==> src/rtl/idu_sb_issue.sv <==
// idu_sb_issue: one-entry issue register between IDU0 and EXU with a per-register pending scoreboard
// and write-back snooping. Define IDU_SB_PERF_CNT_EN to build the RAW/WAW/unit stall counters.
module idu_sb_issue #(
  parameter int XLEN         = 32,
  parameter int NUM_REGS     = 32,
  parameter int NUM_WB_PORTS = 2,
  parameter int NUM_UNITS    = 4,
  parameter int PAYLOAD_W    = 128,
  parameter int AW           = $clog2(NUM_REGS)
) (
  input  logic                         clk,
  input  logic                         rst,
  input  logic                         flush,
  input  logic                         in_valid,
  output logic                         in_ready,
  input  logic                         in_rs1_en,
  input  logic [AW-1:0]                in_rs1_addr,
  input  logic                         in_rs2_en,
  input  logic [AW-1:0]                in_rs2_addr,
  input  logic                         in_rd_en,
  input  logic [AW-1:0]                in_rd_addr,
  input  logic [NUM_UNITS-1:0]         in_unit,
  input  logic [PAYLOAD_W-1:0]         in_payload,
  input  logic [XLEN-1:0]              rf_rs1_data,
  input  logic [XLEN-1:0]              rf_rs2_data,
  input  logic [NUM_UNITS-1:0]         unit_ready,
  output logic                         out_valid,
  input  logic                         out_ready,
  output logic [XLEN-1:0]              out_rs1_data,
  output logic [XLEN-1:0]              out_rs2_data,
  output logic                         out_rd_en,
  output logic [AW-1:0]                out_rd_addr,
  output logic [NUM_UNITS-1:0]         out_unit,
  output logic [PAYLOAD_W-1:0]         out_payload,
  input  logic [NUM_WB_PORTS-1:0]      wb_valid,
  input  logic [NUM_WB_PORTS*AW-1:0]   wb_rd_addr,
  input  logic [NUM_WB_PORTS*XLEN-1:0] wb_data,
  output logic [NUM_REGS-1:0]          sb_pending,
  output logic [31:0]                  perf_raw_cnt,
  output logic [31:0]                  perf_waw_cnt,
  output logic [31:0]                  perf_unit_cnt
);

  logic                 held;
  logic                 rs1_en_q;
  logic                 rs2_en_q;
  logic                 rd_en_q;
  logic [AW-1:0]        rs1_addr_q;
  logic [AW-1:0]        rs2_addr_q;
  logic [AW-1:0]        rd_addr_q;
  logic [NUM_UNITS-1:0] unit_q;
  logic [PAYLOAD_W-1:0] payload_q;
  logic [XLEN-1:0]      rs1_data_q;
  logic [XLEN-1:0]      rs2_data_q;
  logic [NUM_REGS-1:0]  pending;

  logic [XLEN:0]        in_lu1;
  logic [XLEN:0]        in_lu2;
  logic [XLEN:0]        hold_lu1;
  logic [XLEN:0]        hold_lu2;
  logic [XLEN-1:0]      cap_rs1;
  logic [XLEN-1:0]      cap_rs2;
  logic [NUM_REGS-1:0]  wb_clr;
  logic [NUM_REGS-1:0]  set_vec;
  logic                 src1_ok;
  logic                 src2_ok;
  logic                 src_ok;
  logic                 waw_ok;
  logic                 unit_ok;
  logic                 fire;
  logic                 cap;

  // Returns {hit, data}; scanning high to low lets the lowest-numbered port win.
  function automatic logic [XLEN:0] wb_lookup(
    input logic [AW-1:0]                addr,
    input logic [NUM_WB_PORTS-1:0]      v,
    input logic [NUM_WB_PORTS*AW-1:0]   a,
    input logic [NUM_WB_PORTS*XLEN-1:0] d
  );
    logic [XLEN:0] r;
    r = '0;
    for (int i = NUM_WB_PORTS - 1; i >= 0; i--) begin
      if (v[i] && (a[i*AW +: AW] == addr) && (addr != '0)) begin
        r = {1'b1, d[i*XLEN +: XLEN]};
      end
    end
    return r;
  endfunction

  assign in_lu1   = wb_lookup(in_rs1_addr, wb_valid, wb_rd_addr, wb_data);
  assign in_lu2   = wb_lookup(in_rs2_addr, wb_valid, wb_rd_addr, wb_data);
  assign hold_lu1 = wb_lookup(rs1_addr_q, wb_valid, wb_rd_addr, wb_data);
  assign hold_lu2 = wb_lookup(rs2_addr_q, wb_valid, wb_rd_addr, wb_data);

  assign cap_rs1 = in_lu1[XLEN] ? in_lu1[XLEN-1:0] : ((in_rs1_addr == '0) ? '0 : rf_rs1_data);
  assign cap_rs2 = in_lu2[XLEN] ? in_lu2[XLEN-1:0] : ((in_rs2_addr == '0) ? '0 : rf_rs2_data);

  // A same-cycle write-back satisfies a source but never the WAW check on rd.
  assign src1_ok   = ~rs1_en_q | ~pending[rs1_addr_q] | hold_lu1[XLEN];
  assign src2_ok   = ~rs2_en_q | ~pending[rs2_addr_q] | hold_lu2[XLEN];
  assign src_ok    = src1_ok & src2_ok;
  assign waw_ok    = ~(rd_en_q & pending[rd_addr_q]);
  assign unit_ok   = |(unit_ready & unit_q);
  assign out_valid = held & ~flush & src_ok & waw_ok & unit_ok;
  assign fire      = out_valid & out_ready;
  assign in_ready  = ~flush & (~held | fire);
  assign cap       = in_valid & in_ready;

  always_comb begin
    wb_clr  = '0;
    set_vec = '0;
    for (int r = 1; r < NUM_REGS; r++) begin
      for (int p = 0; p < NUM_WB_PORTS; p++) begin
        if (wb_valid[p] && (wb_rd_addr[p*AW +: AW] == AW'(r))) begin
          wb_clr[r] = 1'b1;
        end
      end
      if (fire && rd_en_q && (rd_addr_q == AW'(r))) begin
        set_vec[r] = 1'b1;
      end
    end
  end

  always_ff @(posedge clk) begin
    if (rst) begin
      pending <= '0;
    end else begin
      pending <= (pending & ~wb_clr) | set_vec;
    end
  end

  // Flush drops the held op but leaves the scoreboard alone; older ops still write back.
  always_ff @(posedge clk) begin
    if (rst) begin
      held       <= 1'b0;
      rs1_en_q   <= 1'b0;
      rs2_en_q   <= 1'b0;
      rd_en_q    <= 1'b0;
      rs1_addr_q <= '0;
      rs2_addr_q <= '0;
      rd_addr_q  <= '0;
      unit_q     <= '0;
      payload_q  <= '0;
      rs1_data_q <= '0;
      rs2_data_q <= '0;
    end else if (flush) begin
      held <= 1'b0;
    end else if (cap) begin
      held       <= 1'b1;
      rs1_en_q   <= in_rs1_en;
      rs2_en_q   <= in_rs2_en;
      rd_en_q    <= in_rd_en;
      rs1_addr_q <= in_rs1_addr;
      rs2_addr_q <= in_rs2_addr;
      rd_addr_q  <= in_rd_addr;
      unit_q     <= in_unit;
      payload_q  <= in_payload;
      rs1_data_q <= cap_rs1;
      rs2_data_q <= cap_rs2;
    end else if (fire) begin
      held <= 1'b0;
    end else if (held) begin
      if (hold_lu1[XLEN]) rs1_data_q <= hold_lu1[XLEN-1:0];
      if (hold_lu2[XLEN]) rs2_data_q <= hold_lu2[XLEN-1:0];
    end
  end

  assign out_rs1_data = hold_lu1[XLEN] ? hold_lu1[XLEN-1:0] : rs1_data_q;
  assign out_rs2_data = hold_lu2[XLEN] ? hold_lu2[XLEN-1:0] : rs2_data_q;
  assign out_rd_en    = rd_en_q;
  assign out_rd_addr  = rd_addr_q;
  assign out_unit     = unit_q;
  assign out_payload  = payload_q;
  assign sb_pending   = pending;

`ifdef IDU_SB_PERF_CNT_EN
  logic [31:0] raw_cnt;
  logic [31:0] waw_cnt;
  logic [31:0] unit_cnt;
  logic        stall;

  assign stall = held & ~out_valid & ~flush;

  // Each stalled cycle is charged to one cause only: raw before waw before unit.
  always_ff @(posedge clk) begin
    if (rst) begin
      raw_cnt  <= '0;
      waw_cnt  <= '0;
      unit_cnt <= '0;
    end else if (stall) begin
      if (!src_ok) begin
        if (raw_cnt != '1) raw_cnt <= raw_cnt + 32'd1;
      end else if (!waw_ok) begin
        if (waw_cnt != '1) waw_cnt <= waw_cnt + 32'd1;
      end else begin
        if (unit_cnt != '1) unit_cnt <= unit_cnt + 32'd1;
      end
    end
  end

  assign perf_raw_cnt  = raw_cnt;
  assign perf_waw_cnt  = waw_cnt;
  assign perf_unit_cnt = unit_cnt;
`else
  assign perf_raw_cnt  = '0;
  assign perf_waw_cnt  = '0;
  assign perf_unit_cnt = '0;
`endif

endmodule
==> config.mk <==
export PLATFORM = sky130hd
export DESIGN_NAME = idu_sb_issue
export DESIGN_NICKNAME = d
export VERILOG_FILES = /design/src/rtl/idu_sb_issue.sv
export SDC_FILE = /design/constraint.sdc
export NUM_CORES = 1
export LEC_CHECK = 0
export ABC_AREA = 1
export CAP_MARGIN = 20
export CORE_AREA = 10 10 235 237
export DETAILED_ROUTE_END_ITERATION = 12
export DIE_AREA = 0 0 245 247
export GPL_TIMING_DRIVEN = 0
export MAX_ROUTING_LAYER = met4
export PLACE_DENSITY = 0.67
export SLEW_MARGIN = 5
export SYNTH_ARGS = -nofsm -noshare
export SYNTH_HDL_FRONTEND = slang
export SYNTH_SLANG_ARGS = --single-unit
==> constraint.sdc <==
create_clock -name clk -period 2.2 [get_ports clk]
set_clock_uncertainty 0.1 [all_clocks]
set_input_delay 0.33 -clock clk [delete_from_list [all_inputs] [get_ports clk]]
set_output_delay 0.33 -clock clk [all_outputs]
set_load 0.01 [all_outputs]
# Word level (Yosys, flattened, before mapping)
# Cells that the tools add are included.
# word_totals
regBits,247
inputBits,299
out_inout_bits,332
wordCells,385
# classes
magnitude_cmp,3
n_eq_ne,102
muxes,121
n_bitwise,25
reduce_logical,122
# op_table
cell,n
32-bit 2-to-1 mux,12
33-bit 2-to-1 mux,8
"5-bit equality test, second input constant",48
"5-bit by 4-bit equality test with 1-bit output, second input constant",24
1-bit logical AND,110
1-bit 2-to-1 mux,98
"5-bit by 3-bit equality test with 1-bit output, second input constant",12
5-bit equality test,8
32-bit AND,1
32-bit inverter,1
32-bit bitwise OR,1
"5-bit by 2-bit equality test with 1-bit output, second input constant",6
5-bit nonzero test,4
"5-bit by 6-bit less-than comparator with 1-bit output, second input constant",3
1-bit binary-select mux with 5-bit select,3
"5-bit by 1-bit equality test with 1-bit output, second input constant",3
5-bit zero test,2
1-bit AND,9
1-bit inverter,7
1-bit bitwise OR,5
4-bit AND,1
2-bit nonzero test,2
4-bit OR reduction,1
3-bit AND reduction,1
3 further kinds,3

# Depth between registers and ports, before layout
# Gate-level depths: netlist of run 1.
# logic_depth
word_depth,16
mapped_depth,21

# Worst setup path after synthesis of run 1
# OpenSTA, ideal clock, no wires.
# synth_path
kind,register to register
startpoint,register rd_addr_q[0] (netlist: out_rd_addr[0])
endpoint,register rs1_data_q[25]
arrival_time_ps,2110
slack_ps,-119
path_stages_with_launch,22
n_path_buf,4
cell_sequence,dfxtp_1 -> buf_4 -> inv_2 -> buf_2 -> nand2_1 -> nand2_1 -> nand2_1 -> nand2_1 -> nand2_1 -> nand2_1 -> nor2_1 -> nand2_1 -> a21oi_2 -> nand4_2 -> nand2_2 -> nand3_2 -> buf_4 -> buf_2 -> nand2_1 -> nand3_1 -> nand2_1 -> inv_1
# synth_between
elab_chain_cells,12
# synth_rtl
item,line_no,text
from (decl),50,logic [AW-1:0] rd_addr_q;
from (signal assigned),155,rd_addr_q <= in_rd_addr;
1-bit binary-select mux with 5-bit select (*),102,assign waw_ok = ~(rd_en_q & pending[rd_addr_q]);
1-bit 2-to-1 mux (not written as such) (*),102,
1-bit AND (*),102,
1-bit inverter (*),102,
1-bit AND (*) (2 in a row),104,assign out_valid = held & ~flush & src_ok & waw_ok & unit_ok;
1-bit AND (*),105,assign fire = out_valid & out_ready;
1-bit bitwise OR,106,assign in_ready = ~flush & (~held | fire);
1-bit AND,106,
1-bit AND,107,assign cap = in_valid & in_ready;
2-bit by 1-bit inequality test with 1-bit output (no line) / 2-bit nonzero test (equally long branches),--,
3-bit AND reduction (no line),--,
to (signal assigned),158,rs1_data_q <= cap_rs1;
to (signal assigned),163,if (hold_lu1[XLEN]) rs1_data_q <= hold_lu1[XLEN-1:0];
to (decl),53,logic [XLEN-1:0] rs1_data_q;
# Mark *: on every way between the ends. The rest lies on a longest branch, timed or not. The select of a mux whose other input is x is not followed.
# A chain may end at the register's enable or synchronous reset.

# Final worst setup path of run 1
# layout_path
startpoint,register rs2_addr_q[1]
endpoint,output out_rs2_data[15]
# layout_between
elab_chain_cells,6
# layout_rtl
item,line_no,text
from (decl),49,logic [AW-1:0] rs2_addr_q;
from (signal assigned),154,rs2_addr_q <= in_rs2_addr;
5-bit equality test,83,if (v[i] && (a[i*AW +: AW] == addr) && (addr != '0)) begin
1-bit logical AND (2 in a row),83,
33-bit 2-to-1 mux,83,
33-bit 2-to-1 mux (*),83,
32-bit 2-to-1 mux (*),--,
to (decl),30,"output logic [XLEN-1:0] out_rs2_data,"
# Mark *: on every way between the ends. The rest lies on a longest branch, timed or not.

==> summary.md, run 1 <==
| Metric | Value |
|---|---|
| Antenna-violating nets left | `0` |
| Area of combinational cells with multiple inputs | `0.0111 sq mm` |
| Cell count after synthesis | `2,427` |
| Clock power share | `36.0%` |
| CTS max path bufs | `3` |
| Total count of max-transition violations in the final report | `0` |
| Number of library cell types mapped by synthesis | `43` |
| RePlAce Congestion | `1.09` |
| Outcome | `finished, violations left` |
| Area contributors post-synth | `dfxtp_1 (31%), nand2_1 (13%), nand3_1 (11%), a21oi_1 (7.1%), nand4_1 (6.2%)` |
| Clock slew at reported path FFs | `0.06 ns` |
| Class of the most critical hold timing path | `primary input to register` |
| Smallest hold slack | `0.222 ns` |
| Category of the critical setup timing path | `register to output port` |
| Number of hold buffers added after CTS | `0` |
| RSZ-0062 raised after global routing | `yes` |
| Final Total Pwr | `0.0147 W` |
| Fraction of registers with async set or reset after synthesis | `0%` |
| CP Data Required Time | `1.77 ns` |
| Sw Pwr | `0.00475 W` |
| Per-instance average area after synthesis | `6.64 sq um` |
| Peak clock frequency supported by timing | `0.320 GHz` |
| Worst setup slack after placement | `-1.89 ns` |
| Primary flip-flop cell chosen by synthesis mapping | `dfxtp_1` |
| Top cell type's share of synthesized area | `30.5%` |
| Period utilization | `142%` |
| Port bufs | `525` |
| Maximum number of pins on one net before global-route repair | `15` |
| Post-Place Cells | `3,728` |
| Total power per unit cell area | `512 mW/mm^2` |
| Routed vias/inst | `5.55` |
| Die Y | `247 microns` |
| Number of synthesized flops with an enable pin | `0` |
| Register area | `0.00497 sq mm` |
| Ratio of cells with drive above 1 in the final layout | `30.3%` |
| Relative contribution of sequential cells to total power | `32.8%` |
| Later-pin clock latency in the skew report | `0.58 ns` |
| Max IR drop VDD | `531 uV` |
| Final Util | `56.8%` |
| Initial Util | `31.8%` |
| Post-layout nets | `3,546` |
| TritonCTS Sinks | `246` |
| Detailed placement HPWL | `68.3 mm` |
| Share of synthesized area occupied by flip-flops and latches | `30.5%` |
| Internal power contribution | `0.0100 W` |
| Number of global-route vias before repair | `20,300` |
| Die Area | `0.0605 sq mm` |
| Total vias in the final route | `22,000` |
| Number of detailed-route iterations in the first pass | `8` |
| Filler-free cell count of the finished design | `3,964` |
| Row count | `83` |
| DR DRC count | `0` |
| Violations in the final reports | `negative setup slack` |
| Relative slew margins | `33.5%` |
| Kind of start point of the critical path | `register` |
| Total CTS buffers | `30` |
| Most frequent cells in the layout | `clkdlybuf4s50_1 (453), nand2_1 (423), nand3_1 (265)` |
| First-pass GRT wire length | `129 mm` |
| Die Span X | `245 microns` |
| Number of inserted filler cells in the final layout | `4,642` |
| YS warnings | `0` |
| Library cell with the largest summed area after synthesis | `dfxtp_1` |
| Netlist area before placement | `0.0161 sq mm` |
| Number of maximum-capacitance constraint violations | `0` |
| Peak fanout along the critical path | `6` |
| Post-synthesis register bit count | `246` |
| Element type at the critical path end | `output port` |
| Buffer cell driving the clock tree root | `clkbuf_16` |
| First-iteration detailed-routing DRC count | `2,493` |
| TritonCTS clock tree | `built` |
| Most common library cell in the layout ignoring fill and taps | `clkdlybuf4s50_1` |
| Final critical path time including I/O delays and setup | `3.12 ns` |
| Area of the core region | `0.0507 sq mm` |
| Pin slew with the least headroom to its limit | `0.997 ns` |
| Level count of the clock H-tree | `1` |
| Average wire per cell in the routed design | `24.5 microns` |
| Data arrival, critical path | `2.69 ns` |
| Sw frac | `32.2%` |
| Reported leakage power | `11.9 nW` |
| Setup violation total in the final timing report | `313` |
| Number of I/O pins | `631` |
| Total congestion overflow | `0` |
| Hold Vio Cnt, Final | `0` |
| Drt total wl | `97.0 mm` |
| Gate power share | `31.2%` |
| Post-synthesis to final-layout area growth | `78.6%` |
| Worst-case setup margin in the final layout | `-0.921 ns` |
| Antenna violations before repair | `15` |
| Global router's overall resource usage | `28.4%` |
## metrics by stage
step | setup TNS (ns) | instance area (sq um)
2_1_floorplan | -0.532 | 16500
4_1_cts | -173.40 | 26100
3_5_place_dp | -422.07 | 22600
5_1_grt | -218.54 | 28800
3_3_place_gp | -413.82 | 22600
6_report | -184.13 | 28800
## worst max-delay path, stage by stage (launching register included)
cell	delay (ns)
dfxtp_4	0.36
buf_8	0.12
o211ai_1	0.21
nor2_2	0.06
nand2_2	0.09
buf_6	0.12
clkinvlp_4	0.11
nor2_4	0.12
buf_12	0.13
buf_8	0.11
buf_12	0.15
nand2_4	0.05
o211ai_1	0.24
buf_2	0.23
## cells in the mapped netlist, drive strengths merged (2+ instances only)
cell,number
nor2,68
o221ai,34
nor4,3
a31oi,2
clkinv,3
xnor2,7
nand3,412
o211ai,41
o22ai,7
o21ai,28
inv,225
clkbuf,104
a221o,24
buf,203
dfxtp,246
nor3,4
nand4,161
nand2,581
xor2,7
a21oi,258
## logic make-up after synthesis
group           after synthesis  synth area share [%]
compound gates              399                  15.4
xor+xnor                     14                 0.761
buf+inv                     535                  16.6
flops                       246                  30.5
other cells                   1                0.0233
simple gates               1232                  36.7
## path summary, 6_finish.rpt
check / from / end / slack (ns) / cells past startpoint
max: rs2_addr_q[1] / out_rs2_data[15] / -0.92 / 13
min: in_payload[123] / out_payload[123] / 0.22 / 3
max reg2reg: out_rd_addr[4] / rs2_data_q[17] / -0.77 / 19
min reg2reg: out_payload[127] / out_payload[127] / 0.36 / 2
## timing repair
item,in CTS,in global routing
gates resized for setup,653,534
buffers inserted,102,49
setup endpoints to repair,313,313
gates cloned,9,25
pin swaps,60,102
## metal layers
layer	up-vias	share of wire, %	track usage (%)
li1	9731	-	-
met1	10200	37	32.9
met2	1592	46	45.9
met3	491	11	6.59
met4	0	6.4	13.7
met5	-	0	-
## sequential cells by signal, summed over array words and instances, names as in the netlist
register and count:
rs2_addr_q 5, rs2_en_q 1, held 1, out_payload 128, sb_pending 31, rs1_data_q 32
rs1_addr_q 5, rs2_data_q 32, rs1_en_q 1, out_unit 4, out_rd_addr 5, out_rd_en 1
## final cells by class
cell class | instances | area share (%)
repair buffers | 702 | 25.5
diodes | 14 | 0.122
flip-flops and latches | 246 | 17.3
clock inverters | 11 | 0.482
clock buffers | 44 | 3.14
multi-input cells | 1742 | 38.7
plain buffers | 297 | 8.60
well taps | 680 | 2.95
inverters | 228 | 3.28
## power groups by stage
stage / Combinational (W) / Sequential, W / Clock (W)
floorplan: 0.00167 / 0.00492 / 0
global placement: 0.00344 / 0.00487 / 0
detailed placement: 0.00344 / 0.00488 / 0
CTS: 0.00384 / 0.00479 / 0.00539
global route: 0.00482 / 0.00485 / 0.00555
finish: 0.00460 / 0.00483 / 0.00531
(Power assumes the default switching activity.)
==> run 2: changes to the inputs <==
- CTS_CLUSTER_DIAMETER: not set -> 80
==> run 2 against run 1 <==
Die area did not move. Design area decreased by 1.2%. Fmax down 0.49%. The flow still finishes with violations (negative setup slack). First-iteration DRC count down 1.8%. Power decreased by 0.71%. Combinational power down 2%. Via count shrank 1.1%. Final cell count hardly changed. Sequential power hardly changed. Non-clock buffer count is 4 lower. Largest power group unchanged. Clock-buffer cell count rose by 1. Worst hold slack worse by 0.0017 ns.
==> summary.md, run 2 (synthesis gave the netlist of run 1 again) <==
| Metric | Value |
|---|---|
| Flip-flop count of the largest register, all copies and words added | `128` |
| Post-layout nets | `3,542` |
| Period utilization | `143%` |
| Total CTS buffers | `30` |
| Depth of the most critical reg-to-reg path | `21` |
| RePlAce Congestion | `1.09` |
| Max IR drop VDD | `526 uV` |
| Violations in the final reports | `negative setup slack` |
| Final Util | `56.1%` |
| FF-to-FF Start | `rs2_addr_q[0]` |
| Pin slew with the least headroom to its limit | `1.02 ns` |
| Drt total wl | `95.0 mm` |
| First-iteration detailed-routing DRC count | `2,449` |
| Outcome | `finished, violations left` |
| Detailed placement HPWL | `68.3 mm` |
| Die Area | `0.0605 sq mm` |
| Highest signal layer in the routed design | `met4` |
| Worst reg2reg setup slack | `-0.71 ns` |
| Final Total Pwr | `0.0146 W` |
| Number of I/O pins | `631` |
| TritonCTS clock tree | `built` |
| Detailed route wirelength on metal3 | `9.93 mm` |
| Total vias in the final route | `21,800` |
| Total count of max-transition violations in the final report | `0` |
| Routed wl met2 | `44.1 mm` |
| Number of maximum-capacitance constraint violations | `0` |
| Ratio of cells with drive above 1 in the final layout | `28.8%` |
| Maximum number of pins on one net before global-route repair | `15` |
| Worst setup slack after placement | `-1.89 ns` |
| Element type at the critical path end | `output port` |
| Smallest hold slack | `0.221 ns` |
| Placed cell areas | `0.0226 sq mm` |
| DR DRC count | `0` |
| Antenna-violating nets left | `0` |
| Met1 wire length | `35.4 mm` |
| Port bufs | `525` |
| Post-synthesis to final-layout area growth | `76.4%` |
| Reg-to-Reg End | `rs1_data_q[31]` |
| Post-route standard cell area excluding fillers | `0.0284 sq mm` |
| Row count | `83` |
| Capture endpoint of the worst hold path | `out_payload[4]` |
| Category of the critical setup timing path | `register to output port` |
| Most frequent cells in the layout | `clkdlybuf4s50_1 (453), nand2_1 (446), nand3_1 (274)` |
| Relative slew margins | `31.8%` |
| RSZ-0062 raised after global routing | `yes` |
| Class of the most critical hold timing path | `primary input to register` |
| Final critical path time including I/O delays and setup | `3.14 ns` |
| Worst-case setup margin in the final layout | `-0.936 ns` |
| Initial Util | `31.8%` |
| Area of the core region | `0.0507 sq mm` |
| Setup violation total in the final timing report | `313` |
| Number of global-route vias before repair | `20,300` |
| Global router's overall resource usage | `28.5%` |
| Clock slew at reported path FFs | `0.06 ns` |
| Data arrival, critical path | `2.71 ns` |
| CP Data Required Time | `1.77 ns` |
| Kind of start point of the critical path | `register` |
| Level count of the clock H-tree | `1` |
| Peak fanout along the critical path | `6` |
| Antenna violations before repair | `16` |
| Number of detailed-route iterations in the first pass | `6` |
| Average wire per cell in the routed design | `24.0 microns` |
| Number of hold buffers added after CTS | `0` |
| Peak clock frequency supported by timing | `0.319 GHz` |
| Die Span X | `245 microns` |
| Total power per unit cell area | `515 mW/mm^2` |
| Later-pin clock latency in the skew report | `0.58 ns` |
| Most common library cell in the layout ignoring fill and taps | `clkdlybuf4s50_1` |
| Reported leakage power | `11.8 nW` |
| Hold Vio Cnt, Final | `0` |
| Critical hold path startpoint | `in_payload[4]` |
| Number of inserted filler cells in the final layout | `4,642` |
| CTS max path bufs | `3` |
| TritonCTS Sinks | `246` |
| Worst Hold Depth | `3` |
| Die Y | `247 microns` |
| Total congestion overflow | `0` |
| Routed vias/inst | `5.50` |
| First-pass GRT wire length | `129 mm` |
| Buffer cell driving the clock tree root | `clkbuf_16` |
[run 2: cell types whose count changed in the layout (fill, tap and decap cells not counted), sizes merged]
cell	delta
bufbuf	-1
clkinvlp	+1
diode	+1
clkdlybuf4s15	-1
clkinv	-2
clkbuf	-7
buf	+6
[run 2: worst max-delay path, cell delays in order, from the launching register on]
cell and delay, ns:
dfxtp_4 0.36, buf_8 0.12, o211ai_1 0.23, nor2_2 0.06, nand2_2 0.09, buf_6 0.12
clkinvlp_4 0.11, nor2_4 0.12, buf_12 0.13, buf_8 0.11, buf_12 0.15, nand2_4 0.05
o211ai_1 0.23, buf_2 0.23
[run 2: layout make-up]
class                           instances  area (sq um)  share of cell area [%]
Clock buffer                           45           908                    3.19
Clock inverter                         10           136                   0.479
Antenna cell                           15          37.5                   0.132
Buffer                                298          2500                    8.79
Tap cell                              680           851                    2.99
Multi-Input combinational cell       1742         10900                    38.4
Timing Repair Buffer                  697          7170                    25.2
Sequential cell                       246          4970                    17.5
Inverter                              228           945                    3.32
[run 2: timing repair]
action	in CTS	in global routing
gates resized for setup	654	472
cloned	9	18
setup endpoints to repair	313	313
pin swaps	60	90
buffers inserted	105	48
[run 2: worst max-delay path by stage]
stage / startpoint / endpoint / slack [ns]
finish: rs2_addr_q[1] / out_rs2_data[15] / -0.94
global route: out_rd_addr[0] / in_ready / -0.97
CTS: out_rd_addr[0] / in_ready / -0.91
detailed placement: wb_rd_addr[0] / out_rs2_data[14] / -1.89
global placement: wb_rd_addr[0] / out_rs2_data[1] / -1.92
floorplan: out_rd_addr[0] / out_payload[90] / -0.009
[run 2: metrics by stage]
| stage | instances | TNS, ns |
|---|---|---|
| floorplan | 2523 | -0.532 |
| global placement | 3728 | -413.82 |
| detailed placement | 3728 | -422.07 |
| CTS | 3894 | -173.26 |
| global route | 3959 | -217.51 |
| finish | 3961 | -180.39 |
[run 2: power by group]
group	internal, W	switching (W)
sequential	0.00468	0.000144
combinational	0.00210	0.00241
clock	0.00318	0.00211
[run 2: layer usage]
layer / track usage (%) / vias up
li1: - / 9731
met3: 6.30 / 431
met4: 13.6 / 0
met1: 33.2 / 10000
met2: 45.9 / 1598
met5: - / -
